$ cat src/rtl/key_sel_toggle.sv
// Push-button debouncer: each confirmed press gives a one-cycle flag and toggles a mux select.
// It also exports the debounced key level.
module key_sel_toggle #(
  parameter int unsigned CNT_MAX    = 999_999,
  parameter logic        KEY_ACTIVE = 1'b0
) (
  input  logic sys_clk,
  input  logic sys_rst,
  input  logic key_in,
  output logic key_flag,
  output logic key_level,
  output logic sel
);

  localparam int unsigned CntW = (CNT_MAX > 0) ? $clog2(CNT_MAX + 1) : 1;
  localparam logic [CntW-1:0] CntMax = CntW'(CNT_MAX);

  typedef enum logic [1:0] {
    StIdle,
    StPressFilter,
    StPressed,
    StReleaseFilter
  } state_e;

  state_e          state_q, state_d;
  logic [CntW-1:0] cnt_q, cnt_d;
  logic            key_s1_q, key_s2_q;
  logic            key_flag_q, key_flag_d;
  logic            key_level_q, key_level_d;
  logic            sel_q, sel_d;

  always_ff @(posedge sys_clk) begin
    if (sys_rst) begin
      state_q     <= StIdle;
      cnt_q       <= '0;
      key_s1_q    <= 1'b0;
      key_s2_q    <= 1'b0;
      key_flag_q  <= 1'b0;
      key_level_q <= 1'b0;
      sel_q       <= 1'b0;
    end else begin
      state_q     <= state_d;
      cnt_q       <= cnt_d;
      // Normalised so that 1 always means pressed.
      key_s1_q    <= (key_in == KEY_ACTIVE);
      key_s2_q    <= key_s1_q;
      key_flag_q  <= key_flag_d;
      key_level_q <= key_level_d;
      sel_q       <= sel_d;
    end
  end

  always_comb begin
    state_d     = state_q;
    cnt_d       = cnt_q;
    key_flag_d  = 1'b0;
    key_level_d = key_level_q;
    sel_d       = sel_q;
    unique case (state_q)
      StIdle: begin
        if (key_s2_q) begin
          state_d = StPressFilter;
          cnt_d   = '0;
        end
      end
      StPressFilter: begin
        if (!key_s2_q) begin
          state_d = StIdle;
          cnt_d   = '0;
        end else if (cnt_q == CntMax) begin
          state_d     = StPressed;
          key_flag_d  = 1'b1;
          key_level_d = 1'b1;
          sel_d       = ~sel_q;
        end else begin
          cnt_d = cnt_q + CntW'(1);
        end
      end
      StPressed: begin
        if (!key_s2_q) begin
          state_d = StReleaseFilter;
          cnt_d   = '0;
        end
      end
      StReleaseFilter: begin
        // A bounce back to pressed resumes the held state without a new flag.
        if (key_s2_q) begin
          state_d = StPressed;
          cnt_d   = '0;
        end else if (cnt_q == CntMax) begin
          state_d     = StIdle;
          key_level_d = 1'b0;
        end else begin
          cnt_d = cnt_q + CntW'(1);
        end
      end
      default: state_d = StIdle;
    endcase
  end

  assign key_flag  = key_flag_q;
  assign key_level = key_level_q;
  assign sel       = sel_q;

endmodule
$ cat config.mk
export PLATFORM = sky130hd
export DESIGN_NAME = key_sel_toggle
export DESIGN_NICKNAME = d
export VERILOG_FILES = /design/src/rtl/key_sel_toggle.sv
export SDC_FILE = /design/constraint.sdc
export NUM_CORES = 1
export LEC_CHECK = 0
export ABC_AREA = 1
export BUFFER_PORTS_ARGS = -buffer_cell sky130_fd_sc_hd__buf_4
export CORE_MARGIN = 2
export CORE_UTILIZATION = 35
export CTS_CLUSTER_DIAMETER = 40
export DETAILED_ROUTE_END_ITERATION = 12
export HOLD_SLACK_MARGIN = 0.08
export PLACE_DENSITY = 0.56
export SKIP_LAST_GASP = 1
export SYNTH_ARGS = -nofsm -noshare
export SYNTH_HDL_FRONTEND = slang
export SYNTH_SLANG_ARGS = --single-unit
$ cat constraint.sdc
create_clock -name sys_clk -period 4.3 [get_ports sys_clk]
set_input_delay 0.215 -clock sys_clk [delete_from_list [all_inputs] [get_ports sys_clk]]
set_output_delay 0.215 -clock sys_clk [all_outputs]
set_load 0.01 [all_outputs]
==> results.yml <==
layout:
  areaGrowthSynthToFinish_pct: 10.22
  fin_nets: 251
  final_common_cell: "nand2_1"
  drive_gt1_share_pct: 8.130
  final_cell_area_mm2: 0.001647
  layout.cells.most_common_list: "nand2_1 (59), nor2_1 (41), inv_1 (33), dfxtp_1 (27), nand3_1 (25)"
  antennaDiodeCount: 0
detailed_routing:
  drtAntennaViolNets: 0
  vias_per_cell: 4.757
  dr.pass1.iters: 4
  drcViolationCount: 0
  num_vias: 1408
  totalWireLength_um: 3397
  drt_iter0_markers: 70
  post_drt_wl_per_cell_um: 11.48
pwr:
  leakage_nw: 0.5884
  power.density_mw_per_mm2: 268.7
  vdd_drop_max_mv: 0.1235
logic_synthesis:
  syn-instance-count: 237
  yosysTopAreaCell: "dfxtp_1"
  yosysUniqueCellTypes: 24
  syn_nets: 241
  synth_area_leaders: "dfxtp_1 (36%), nand2_1 (15%), nor2_1 (10%)"
  ys_seq_elements: 27
  synth_top_area_share_pct: 36.18
  synth.cell_area_mm2: 0.001494
  post_synth.cell_area_avg_um2: 6.304
  ys.warnings.count: 0
  yosysSeqAreaShare_pct: 36.18
sta:
  rsz0062_at_grt: "false"
  fmax_mhz: 563.0
  setup_viol: 0
  period_share_pct: 41.31
  finalSetupTns_ns: 0
  slew_headroom_pct: 72.63
  finalClockSkew_ns: 0.001529
  period_minus_slack_ns: 1.776
  worstMarginPinSlew_ns: 0.4076
  hold_violations: 0
  slew_viol_final: 0
grt:
  grtUsageTotal_pct: 15.18
  grt_max_degree: 16
  overflow: 0
  grt_pass1_wl_um: 5920
  antenna_found_initial: 0
  grt_pass1_vias: 1332
floorplan:
  die_w_um: 69.33
  fp-row-count: 23
  die_height_um: 69.33
  core-area_mm2: 0.004058
  dieArea_mm2: 0.004807
  num_io_pins: 6
  initial_core_util_pct: 36.82
cts:
  post-cts-setup-buffers: 0
  clk_latency_ns: 0.28
  ctsHoldBuffers: 1
  cts_tree: "done"
  cts_sinks: 27
  cts_buffer_depth: 2
  cts-root-buf: "clkbuf_8"
  cts_buffers: 3
  cts_resized: 0
  clkTransAtPathRegs_ns: 0.10
  cts_max_level: 1
flow_run:
  cap_violations: 0
placed_design:
  gp_congestion: 0.8456
  port_buffers: 5
  dp_hpwl_um: 2688
  dpl_cell_area_mm2: 0.001590
worst_hold_path:
  hold_depth: 2
  holdCritStartpoint: "sys_rst"
  hold_path_end: "key_s1_q"
  hold_class: "primary input to flip-flop"
critical_path:
  path_class: "flip-flop to flip-flop"
  cp-end-kind: "flip-flop"
  r2r_slack_ns: 2.52
  rr_worst_depth: 8
  startpoint_type: "flip-flop"
  r2r-start: "cnt_q[0]"
  crit_fanout: 7
  arrival_ns: 1.96
  required_ns: 4.48
  reg2reg_to: "cnt_q[2]"
run_status:
  outcome: "completed"
report_power, final:
group,total (mW),switching (mW),internal [mW]
clock,0.152,0.0868,0.0652
sequential,0.257,0.00371,0.253
combinational,0.0338,0.0233,0.0105
synth_stat cells:
cell and instances:
or2_2 1, nand4_1 3, inv_2 2, nor3_1 6, xor2_1 3, nor2_4 1, o21ai_0 1, o21ai_4 1
o21bai_1 2, nand2_2 1, or2_0 1, nand2_1 59, ha_1 1, xor2_2 1, xnor2_1 1, nand3_1 25
nand3_2 1, nor2_1 41, o21ai_1 6, nor2_2 3, inv_1 33, dfxtp_1 27, a21oi_1 16, clkbuf_1 1
worst max path at each step:
stage	from	endpoint	slack, ns	cells after the start
floorplan	cnt_q[0]	cnt_q[2]	2.83	8
global placement	cnt_q[1]	cnt_q[10]	2.45	8
detailed placement	cnt_q[0]	cnt_q[2]	2.53	8
CTS	cnt_q[0]	cnt_q[3]	2.51	9
global route	cnt_q[0]	cnt_q[14]	2.27	9
finish	cnt_q[0]	cnt_q[2]	2.52	8
metrics by stage:
step	instances	total power [mW]	worst slack, ns	hold slack [ns]	util [%]
5_1_grt	296	0.4599	2.273	0.1889	40.58
2_1_floorplan	237	0.2870	2.831	0.2817	-
6_report	296	0.4424	2.524	0.1862	40.58
3_5_place_dp	291	0.2956	2.526	0.3700	39.19
3_3_place_gp	291	0.2945	2.455	0.3657	39.19
4_1_cts	296	0.4455	2.508	0.1838	40.58
final cells by class:
cell class / instances / area (µm²)
Clock buffer: 3 / 41.29
Tap cell: 50 / 62.56
Inverter: 35 / 131.4
Multi-Input combinational cell: 174 / 818.3
Timing Repair Buffer: 6 / 47.55
Sequential cell: 27 / 540.5
Clock inverter: 1 / 5.005
Fill cell: 445 / 2411
worst max-delay path, cell delays in order (launching register included):
cell and delay [ns]:
dfxtp_1 0.42, ha_1 0.22, nand2_1 0.09, nor2_2 0.27, nand3_1 0.22, nand2_2 0.20, inv_2 0.07, a21oi_1 0.13
nor2_1 0.06
registers in the layout, indices dropped and copies added, names as in the netlist, named ones only:
register and cells:
key_s2_q 1, key_s1_q 1, state_q 1, key_level 1
sel 1, cnt_q 20, key_flag 1
metal layers:
metal,GRT usage [%],wire length (µm),up-vias
met5,0,0,-
met1,20.20,1718,628
li1,-,-,763
met2,25.11,1524,15
met3,3.488,128,2
met4,3.268,26,0
cells by family (layout without fill, tap and decap cells):
| kind of cell | after synthesis | after routing | synth area share [%] |
|---|---|---|---|
| flip-flops | 27 | 27 | 36.18 |
| AO/OA/AOI/OAI | 26 | 26 | 9.799 |
| buffers and inverters | 36 | 45 | 9.045 |
| adder cells (fa/ha/maj) | 1 | 1 | 0.8374 |
| XOR/XNOR | 5 | 5 | 3.435 |
| AND/OR/NAND/NOR | 142 | 142 | 40.70 |
(Power assumes the default switching activity.)
